[src/rtl/i2c_cfg_writer.sv]
// i2c_cfg_writer: walks an external table of register/data pairs and writes each pair
// to one I2C slave (DEV_ADDR, write only). Runs on the system clock with a quarter-bit
// clock-enable, checks every ACK, retries a NACKed entry up to MAX_RETRY times and
// leaves a released-bus gap after every STOP. Pads are open-drain: *_oe=1 pulls low.

module i2c_cfg_writer #(
    parameter int unsigned CLK_DIV   = 256,
    parameter int unsigned N_WRITES  = 6,
    parameter logic [6:0]  DEV_ADDR  = 7'h58,
    parameter int unsigned GAP_TICKS = 64,
    parameter int unsigned MAX_RETRY = 3,
    parameter int unsigned IDXW      = (N_WRITES > 1) ? $clog2(N_WRITES) : 1
) (
    input  logic            i_clk,
    input  logic            i_reset_n,
    input  logic            i_start,
    output logic [IDXW-1:0] o_idx,
    input  logic [7:0]      i_reg_addr,
    input  logic [7:0]      i_reg_data,
    input  logic            i_sda_in,
    output logic            o_sda_oe,
    output logic            o_scl_oe,
    output logic            o_busy,
    output logic            o_done,
    output logic            o_nack_err
);

    localparam int unsigned DIVW = $clog2(CLK_DIV);
    localparam int unsigned GAPW = (GAP_TICKS > 1) ? $clog2(GAP_TICKS) : 1;
    localparam int unsigned RETW = (MAX_RETRY > 0) ? $clog2(MAX_RETRY + 1) : 1;
    localparam logic [4:0]  LAST_SLOT = 5'd26;

    typedef enum logic [2:0] {
        StIdle,
        StStart,
        StBits,
        StStop,
        StGap,
        StDone,
        StError
    } state_e;

    state_e          r_state;
    state_e          w_state_next;
    logic [DIVW-1:0] r_div;
    logic [1:0]      r_quarter;
    logic [4:0]      r_slot;
    logic [26:0]     r_shift;
    logic            r_nack;
    logic [RETW-1:0] r_retry;
    logic [GAPW-1:0] r_gap;
    logic [IDXW-1:0] r_idx;

    logic w_busy;
    logic w_accept;
    logic w_tick;
    logic w_in_frame;
    logic w_q_last;
    logic w_ack_slot;
    logic w_load;
    logic w_gap_end;
    logic w_last_entry;
    logic w_retry_left;

    assign w_busy       = (r_state == StStart) || (r_state == StBits) ||
                          (r_state == StStop)  || (r_state == StGap);
    // IDLE, DONE and ERROR are exactly the non-busy states, so start is accepted there
    assign w_accept     = i_start && !w_busy;
    assign w_tick       = w_busy && (r_div == DIVW'(CLK_DIV - 1));
    assign w_in_frame   = (r_state == StStart) || (r_state == StBits) || (r_state == StStop);
    assign w_q_last     = (r_quarter == 2'd3);
    assign w_ack_slot   = (r_slot == 5'd8) || (r_slot == 5'd17) || (r_slot == LAST_SLOT);
    assign w_load       = (r_state == StStart) && (r_quarter == 2'd0) && w_tick;
    assign w_gap_end    = (r_state == StGap) && w_tick && (r_gap == GAPW'(GAP_TICKS - 1));
    assign w_last_entry = (r_idx == IDXW'(N_WRITES - 1));
    // retry never exceeds MAX_RETRY, so inequality means more attempts remain
    assign w_retry_left = (r_retry != RETW'(MAX_RETRY));

    assign o_idx = r_idx;

    // State register
    always_ff @(posedge i_clk or negedge i_reset_n) begin
        if (!i_reset_n) begin
            r_state <= StIdle;
        end else begin
            r_state <= w_state_next;
        end
    end

    // Next-state logic: each bus phase advances after its fourth quarter
    always_comb begin
        w_state_next = r_state;
        case (r_state)
            StIdle, StDone, StError: begin
                if (w_accept) begin
                    w_state_next = StStart;
                end
            end
            StStart: begin
                if (w_tick && w_q_last) begin
                    w_state_next = StBits;
                end
            end
            StBits: begin
                if (w_tick && w_q_last && (r_slot == LAST_SLOT)) begin
                    w_state_next = StStop;
                end
            end
            StStop: begin
                if (w_tick && w_q_last) begin
                    w_state_next = StGap;
                end
            end
            StGap: begin
                if (w_gap_end) begin
                    if (!r_nack) begin
                        w_state_next = w_last_entry ? StDone : StStart;
                    end else begin
                        w_state_next = w_retry_left ? StStart : StError;
                    end
                end
            end
            default: w_state_next = StIdle;
        endcase
    end

    // Quarter-bit divider: runs only while busy, restarted when a run is accepted
    always_ff @(posedge i_clk or negedge i_reset_n) begin
        if (!i_reset_n) begin
            r_div <= '0;
        end else if (w_accept || !w_busy || w_tick) begin
            r_div <= '0;
        end else begin
            r_div <= r_div + DIVW'(1);
        end
    end

    // Quarter, bit-slot and gap counters
    always_ff @(posedge i_clk or negedge i_reset_n) begin
        if (!i_reset_n) begin
            r_quarter <= 2'd0;
            r_slot    <= 5'd0;
            r_gap     <= '0;
        end else begin
            if (!w_in_frame) begin
                r_quarter <= 2'd0;
            end else if (w_tick) begin
                r_quarter <= r_quarter + 2'd1;
            end

            if (r_state != StBits) begin
                r_slot <= 5'd0;
            end else if (w_tick && w_q_last) begin
                r_slot <= (r_slot == LAST_SLOT) ? 5'd0 : r_slot + 5'd1;
            end

            if (r_state != StGap || w_gap_end) begin
                r_gap <= '0;
            end else if (w_tick) begin
                r_gap <= r_gap + GAPW'(1);
            end
        end
    end

    // Frame shift register and per-attempt NACK flag
    always_ff @(posedge i_clk or negedge i_reset_n) begin
        if (!i_reset_n) begin
            r_shift <= '1;
            r_nack  <= 1'b0;
        end else begin
            // ACK slots hold 1 so the master releases SDA for the slave
            if (w_load) begin
                r_shift <= {DEV_ADDR, 1'b0, 1'b1, i_reg_addr, 1'b1, i_reg_data, 1'b1};
            end else if ((r_state == StBits) && w_tick && w_q_last) begin
                r_shift <= {r_shift[25:0], 1'b1};
            end

            if (w_accept || w_load) begin
                r_nack <= 1'b0;
            end else if ((r_state == StBits) && w_tick && (r_quarter == 2'd2) &&
                         w_ack_slot && i_sda_in) begin
                r_nack <= 1'b1;
            end
        end
    end

    // Table index and retry count; idx only moves on GAP->START so the table can settle
    always_ff @(posedge i_clk or negedge i_reset_n) begin
        if (!i_reset_n) begin
            r_idx   <= '0;
            r_retry <= '0;
        end else if (w_accept) begin
            r_idx   <= '0;
            r_retry <= '0;
        end else if (w_gap_end) begin
            if (!r_nack) begin
                if (!w_last_entry) begin
                    r_idx   <= r_idx + IDXW'(1);
                    r_retry <= '0;
                end
            end else if (w_retry_left) begin
                r_retry <= r_retry + RETW'(1);
            end
        end
    end

    // Output decode: pad drive and status follow state and quarter directly
    always_comb begin
        o_sda_oe   = 1'b0;
        o_scl_oe   = 1'b0;
        o_busy     = w_busy;
        o_done     = (r_state == StDone);
        o_nack_err = (r_state == StError);
        case (r_state)
            StStart: begin
                o_sda_oe = (r_quarter != 2'd0);
                o_scl_oe = (r_quarter == 2'd3);
            end
            StBits: begin
                o_sda_oe = ~r_shift[26];
                o_scl_oe = (r_quarter == 2'd0) || (r_quarter == 2'd3);
            end
            StStop: begin
                o_sda_oe = (r_quarter == 2'd0) || (r_quarter == 2'd1);
                o_scl_oe = (r_quarter == 2'd0);
            end
            default: begin
                o_sda_oe = 1'b0;
                o_scl_oe = 1'b0;
            end
        endcase
    end

endmodule
[config.mk]
export PLATFORM = sky130hd
export DESIGN_NAME = i2c_cfg_writer
export DESIGN_NICKNAME = d
export VERILOG_FILES = /design/src/rtl/i2c_cfg_writer.sv
export SDC_FILE = /design/constraint.sdc
export NUM_CORES = 1
export LEC_CHECK = 0
export ABC_CLOCK_PERIOD_IN_PS = 3300
export CAP_MARGIN = 25
export CORE_ASPECT_RATIO = 0.5
export CORE_MARGIN = 1
export CORE_UTILIZATION = 60
export CTS_CLUSTER_DIAMETER = 50
export CTS_CLUSTER_SIZE = 24
export DETAILED_ROUTE_END_ITERATION = 10
export PLACE_DENSITY = 0.83
export SLEW_MARGIN = 40
export SYNTH_ARGS = -nofsm -noshare
export SYNTH_HDL_FRONTEND = slang
export SYNTH_SLANG_ARGS = --single-unit
[constraint.sdc]
create_clock -name i_clk -period 3.3 [get_ports i_clk]
set_input_delay 0.66 -clock i_clk [delete_from_list [all_inputs] [get_ports i_clk]]
set_output_delay 0.66 -clock i_clk [all_outputs]
set_load 0.01 [all_outputs]
==> results of run 1 <==
-- metal layers --
metal | vias up | share of wire [%] | GRT usage [%]
met1 | 1181 | 47 | 35.2
met3 | 12 | 6.9 | 7.20
li1 | 1149 | - | -
met4 | 0 | 1.5 | 7.28
met5 | - | 0 | 0
met2 | 74 | 45 | 42.1
-- synth_stat cells (2+ instances only) --
master                      count
sky130_fd_sc_hd__mux2i_1        8
sky130_fd_sc_hd__or2_2          2
sky130_fd_sc_hd__o311ai_0       3
sky130_fd_sc_hd__o31ai_1        3
sky130_fd_sc_hd__or3_1          5
sky130_fd_sc_hd__a2bb2oi_1      2
sky130_fd_sc_hd__inv_1         13
sky130_fd_sc_hd__and4_1         2
sky130_fd_sc_hd__o21a_1         4
sky130_fd_sc_hd__a22o_1         7
sky130_fd_sc_hd__o41ai_1        2
sky130_fd_sc_hd__dfrtp_1       30
sky130_fd_sc_hd__o21ai_0       14
sky130_fd_sc_hd__ha_1          13
sky130_fd_sc_hd__or4_1          4
sky130_fd_sc_hd__o22a_1         5
sky130_fd_sc_hd__nor2_1        12
sky130_fd_sc_hd__clkbuf_1      12
sky130_fd_sc_hd__xnor2_1        5
sky130_fd_sc_hd__nand2_1       33
sky130_fd_sc_hd__xor2_1         3
sky130_fd_sc_hd__and3_1         5
sky130_fd_sc_hd__nor4_1         3
sky130_fd_sc_hd__a22oi_1       14
sky130_fd_sc_hd__nand3b_1       2
sky130_fd_sc_hd__buf_2          2
sky130_fd_sc_hd__nand2b_1       5
sky130_fd_sc_hd__nor3_1         4
sky130_fd_sc_hd__and4b_1        2
sky130_fd_sc_hd__nor3b_1        4
sky130_fd_sc_hd__a21oi_1        8
sky130_fd_sc_hd__dfstp_2       26
sky130_fd_sc_hd__nand3_1       24
-- critical path, stage by stage, from the launching register on --
cell and delay (ns):
sky130_fd_sc_hd__dfrtp_1 0.64, sky130_fd_sc_hd__inv_1 0.21, sky130_fd_sc_hd__o21a_1 0.22, sky130_fd_sc_hd__a2111oi_0 0.38, sky130_fd_sc_hd__clkdlybuf4s50_1 0.61
-- registers in the layout (all words and copies together) (netlist names) --
name,cells
r_nack,1
r_div,8
r_retry,2
r_shift,26
r_quarter,2
o_idx,3
r_state,3
r_slot,5
r_gap,6
-- area by class of cell --
class,count,share of cell area (%)
Clock buffer,6,2.10
Clock inverter,2,0.435
Inverter,13,1.42
Multi-Input combinational cell,217,43.4
Sequential cell,56,41.6
Tap cell,66,2.39
Timing Repair Buffer,31,8.64
-- worst max path at each step --
stage                     slack, ns  cells after the start       end    startpoint
after CTS                      0.29                      4  o_sda_oe    r_state[1]
after floorplan                1.13                      4  o_sda_oe  r_quarter[0]
final                          0.26                      4  o_sda_oe    r_state[0]
after global placement         0.71                      4  o_sda_oe    r_state[0]
after detailed placement       0.63                      4  o_sda_oe    r_state[0]
after global routing          0.005                      4  o_sda_oe    r_state[0]
-- logic make-up after synthesis --
logic type      count (synthesis)
simple gates                  115
compound gates                 72
flops                          56
buf+inv                        29
fa+ha+maj                      13
mux                             9
xor+xnor                        8
-- where the power goes --
group	leakage (nW)	switching, W	internal [W]
Sequential	0.680	0.0000804	0.000727
Clock	0.0457	0.000225	0.000152
Combinational	0.682	0.000188	0.000150
Total	1.41	0.000494	0.00103
-- per-stage QoR --
stage	utilization [%]	hold slack (ns)
after global routing	74.4	0.359
after detailed placement	72.5	0.457
after CTS	74.4	0.333
final	74.4	0.311
after global placement	72.3	0.453
after floorplan	-	0.364
-- placed cells by master, fill, tap and decap left out, drive strengths merged, types with 6 or more instances in the layout --
cell type,netlist,layout
inv,13,14
o21ai,14,14
ha,13,13
a22o,7,7
dfstp,26,26
clkdlybuf4s50,0,26
a21oi,8,8
mux2i,8,8
nand3,24,24
nand2,33,33
clkbuf,12,6
a22oi,14,14
dfrtp,30,30
nor2,12,12
==> metrics.cfg, run 1 <==
[synth]
seq_area_frac_synth_pct = 47.1
avgSynthCellArea_sq_um = 10.1
synth_top_family_by_area = simple AND/OR/NAND/NOR gates
asyncSetResetFlopFracSynth_pct = 100
post-synth-top-area-cell = sky130_fd_sc_hd__dfrtp_1
synthesis.area_sq_um = 3040
post_syn_instances = 302
synth-compound-area-share_pct = 17.5
yosysTopAreaCellShare_pct = 24.7
yosys.area_share.adder_pct = 5.34
synthFlopType = sky130_fd_sc_hd__dfrtp_1
postSynthRegisterBits = 56
synthMuxAreaShare_pct = 3.00
synthXorXnorAreaFrac_pct = 2.30
synth_simple_gate_area_share_pct = 20.9
yosys-top-cells-area = sky130_fd_sc_hd__dfrtp_1 (25%), sky130_fd_sc_hd__dfstp_2 (22%), sky130_fd_sc_hd__ha_1 (5.3%), sky130_fd_sc_hd__nand2_1 (4.1%), sky130_fd_sc_hd__nand3_1 (3.9%)
post_synth_num_cell_types = 54
net_count_of_the_mapped_netlist = 335
ys.warnings.count = 0
synth_edf_count = 0

[power_and_ir_drop]
leakagePower_nw = 1.41
post-layout-total-power_w = 0.00152
powerDensity_nw_per_um2 = 442
worst_ir_drop_vdd_mv = 0.417

[sta]
layout_min_cycle_time_ns = 3.04
slew_viol_final = 0
finalSetupViolCount = 0
finalCritPeriodShare_pct = 92.0
max_slew_margin_pct = 44.5
rsz0062_at_grt = no
max_slew.worst_pin.slew_ns = 0.826
totalNegativeSetupSlack_ns = 0
hold_violations = 0
max_freq_ghz = 0.329
fin_ws_ns = 0.264
clock-skew-final_ns = 0.00978

[clock_tree]
cts.hold.buffers_added = 0
clock_path_buffers = 2
ctsRootBufferMaster = sky130_fd_sc_hd__clkbuf_8
cts_setup_buffers = 0
ctsResizeCount = 0
clk-insertion-delay-late_ns = 0.32
cts.sinks = 56
cts_buffers = 5
ctsHtreeMaxLevel = 2
worst_setup_hold_path_clk_slew_ns = 0.10
cts_tree = done

[placement]
place_hpwl_um = 4610
place.port_buffers = 27
place.detailed.instances = 383
place_worst_setup_slack_ns = 0.629
gp_congestion = 0.921
dpl-instance-area_sq_um = 3360

[floorplanning]
fp-row-count = 17
fp.dieArea_sq_um = 5380
fp.dieH_um = 52.4
die_x_um = 103
initial_core_util_pct = 65.7
ios = 28
core_footprint_sq_um = 4640

[global_routing]
track_usage_pct = 26.2
grt_first_pass_wirelength_um = 10400
grt_start_max_net_pins = 44
number_of_antenna_violations_at_the_first_check_in_global_routing = 0
number_of_global_route_vias_before_repair = 2235
gr-total-overflow = 0

[setup_path]
start_kind = flop
reg2reg_to = r_gap[5]
critPathArrivalTime_ns = 2.38
regToRegStartpoint = r_state[2]
critPathCaptureType = output pin
rr_worst_depth = 4
cp_max_fo = 16
timing.setup.critical_path_class = flop to output pin
r2r_setup_slack_ns = 0.95
cp.required_ns = 2.64

[detailed_routing]
via_count = 2416
wl_per_cell_um = 16.5
drt_pre_antenna_iters = 4
totalWireLength_um = 6460
routed_via_density = 6.18
initialDrtViolationCount = 112
route.detailed.drc = 0
drt.antenna.violating_nets = 0

[cells_and_area]
fraction_of_layout_instances_using_a_drive_strength_above_1_pct = 14.5
footprint_of_the_multi_input_gates_sq_um = 1500
stdcell_count = 391
layout.cell_area.non_filler_sq_um = 3450
antenna_cells_inserted = 0
layout.filler_cells = 342
syn2layout_area_growth_pct = 13.3
net_count_reported_at_finish = 357
regArea_sq_um = 1430

[flow_run]
maxCapViolCount = 0

[min_path]
hp-class = input pin to asynchronous set/reset pin

[status]
run_status = completed

Power figures use the tool's default switching activity.
==> run 2: changes to the inputs <==
--- a/config.mk
+++ b/config.mk
@@ -9,11 +9,12 @@
 export CAP_MARGIN = 25
 export CORE_ASPECT_RATIO = 0.5
 export CORE_MARGIN = 1
-export CORE_UTILIZATION = 60
+export CORE_UTILIZATION = 62
 export CTS_CLUSTER_DIAMETER = 50
 export CTS_CLUSTER_SIZE = 24
 export DETAILED_ROUTE_END_ITERATION = 10
-export PLACE_DENSITY = 0.83
+export PLACE_DENSITY = 0.85
+export RECOVER_POWER = 25
 export SLEW_MARGIN = 40
 export SYNTH_ARGS = -nofsm -noshare
 export SYNTH_HDL_FRONTEND = slang
==> run 2 against run 1 <==
Routed wire length down 1.2%. Critical path type unchanged. Setup slack better by 0.048 ns. Die area shrank 3.1%. Fmax increased by 1.6%. Largest power group unchanged. Cell count unchanged. Clock power increased by 6.6%. Core utilization up 1.3 points.
==> metrics.cfg, run 2 (same netlist as run 1, synthesis figures left out) <==
[cells_and_area]
fraction_of_layout_instances_using_a_drive_strength_above_1_pct = 13.8
final_cell_mix = sky130_fd_sc_hd__nand2_1 (33), sky130_fd_sc_hd__dfrtp_1 (30), sky130_fd_sc_hd__clkdlybuf4s50_1 (26), sky130_fd_sc_hd__dfstp_2 (26), sky130_fd_sc_hd__nand3_1 (24)
top_register = r_shift
net_count_reported_at_finish = 357
largest_reg_flops = 26
reg.largest.list = r_shift: 26 flops, r_div: 8 flops, r_gap: 6 flops
syn2layout_area_growth_pct = 13.2
antenna_cells_inserted = 0
final_common_cell = sky130_fd_sc_hd__nand2_1
final_core_util_pct = 75.7

[global_routing]
number_of_global_route_vias_before_repair = 2313
track_usage_pct = 26.9
gr-total-overflow = 0
number_of_antenna_violations_at_the_first_check_in_global_routing = 0
grt_start_max_net_pins = 31
grt_first_pass_wirelength_um = 10600

[setup_path]
timing.critical_path.cells = inv_1 > o21a_1 > a2111oi_0 > clkdlybuf4s50_1
critPathCaptureType = output pin
cp_max_fo = 17
slowest_delay_ns = 0.64
critPathArrivalTime_ns = 2.33
timing.critical_path.slowest_stage_cell = sky130_fd_sc_hd__dfrtp_1
critical_path_buf_inv_count = 2
start_kind = flop
timing.setup.critical_path_class = flop to output pin
worst_path_dominant_cell_family = buffers and inverters
cp.required_ns = 2.64

[sta]
clock-skew-final_ns = 0.0132
max_freq_ghz = 0.335
finalSetupViolCount = 0
slew_viol_final = 0
totalNegativeSetupSlack_ns = 0
max_slew.worst_pin.slew_ns = 1.36
rsz0062_at_grt = no
layout_min_cycle_time_ns = 2.99
finalCritPeriodShare_pct = 90.5
hold_violations = 0
max_slew_margin_pct = 9.01

[clock_tree]
cts_setup_buffers = 0
cts.hold.buffers_added = 0
worst_setup_hold_path_clk_slew_ns = 0.11
cts_tree = done
clk-insertion-delay-late_ns = 0.32
ctsHtreeMaxLevel = 2
cts_buffers = 5
ctsResizeCount = 0
clock_path_buffers = 2
cts.sinks = 56
ctsRootBufferMaster = sky130_fd_sc_hd__clkbuf_8

[detailed_routing]
route.detailed.drc = 0
via_count = 2410
wl_per_cell_um = 16.3
totalWireLength_um = 6380
routed_via_density = 6.16
drt.antenna.violating_nets = 0
drt_pre_antenna_iters = 5
initialDrtViolationCount = 168

[flow_run]
maxCapViolCount = 0

[placement]
gp_congestion = 0.953
place.port_buffers = 27
place_hpwl_um = 4520

[floorplanning]
initial_core_util_pct = 66.9
die_x_um = 101
fp.dieH_um = 51.6
fp.dieArea_sq_um = 5210
fp-row-count = 17
ios = 28
core_footprint_sq_um = 4550

[status]
run_status = completed

[power_and_ir_drop]
worst_ir_drop_vdd_mv = 0.368
leakagePower_nw = 1.40
powerDensity_nw_per_um2 = 447

[min_path]
hp-class = input pin to asynchronous set/reset pin

[run 2: cell types whose count changed in the layout (fill, tap and decap cells not counted)]
| cell | before | now |
|---|---|---|
| sky130_fd_sc_hd__buf_4 | 5 | 2 |
| sky130_fd_sc_hd__clkbuf_1 | 1 | 3 |
| sky130_fd_sc_hd__clkinvlp_4 | 0 | 1 |
| sky130_fd_sc_hd__inv_4 | 1 | 0 |
| sky130_fd_sc_hd__inv_8 | 0 | 1 |
[run 2: final timing paths]
check | startpoint | endpoint | slack [ns] | cells after the start
setup / recovery | r_state[1] | o_sda_oe | 0.31 | 4
hold / removal | i_reset_n | r_slot[3] | 0.28 | 1
setup reg to reg | r_state[2] | r_gap[5] | 0.91 | 4
hold reg to reg | r_shift[16] | r_shift[16] | 0.48 | 2
max in group asynchronous | i_reset_n | r_gap[4] | 1.38 | 2
min in group i_clk | r_shift[16] | r_shift[16] | 0.48 | 2
[run 2: layout make-up]
type	count	area (sq um)
inverters	13	48.8
multi-input cells	217	1500
well taps	66	82.6
clock buffers	5	68.8
flip-flops and latches	56	1430
repair buffers	31	287
clock inverters	3	27.5
fillers	323	1110
[run 2: through the flow]
step	hold slack, ns	std cells	area [sq um]	setup WS, ns	power [W]
after floorplan	0.364	302	3040	1.13	0.00103
after global placement	0.454	382	3360	0.720	0.00114
after detailed placement	0.459	382	3360	0.685	0.00115
after CTS	0.389	390	3460	0.330	0.00155
after global routing	0.303	391	3450	0.101	0.00162
final	0.275	391	3450	0.312	0.00154
[run 2: per-layer routing]
| layer | part of all wire (%) | global-route usage (%) | routed length (um) | vias to the layer above |
|---|---|---|---|---|
| li1 | - | - | - | 1155 |
| met1 | 48 | 37.2 | 3040 | 1185 |
| met5 | 0 | 0 | 0 | - |
| met3 | 4.7 | 5.38 | 302 | 5 |
| met4 | 0.60 | 6.52 | 38 | 0 |
| met2 | 47 | 44.2 | 3010 | 65 |
[run 2: where the power goes]
part	switching (W)	total [W]	internal [W]
logic	0.000184	0.000332	0.000148
clock network	0.000247	0.000403	0.000157
registers	0.0000775	0.000805	0.000728
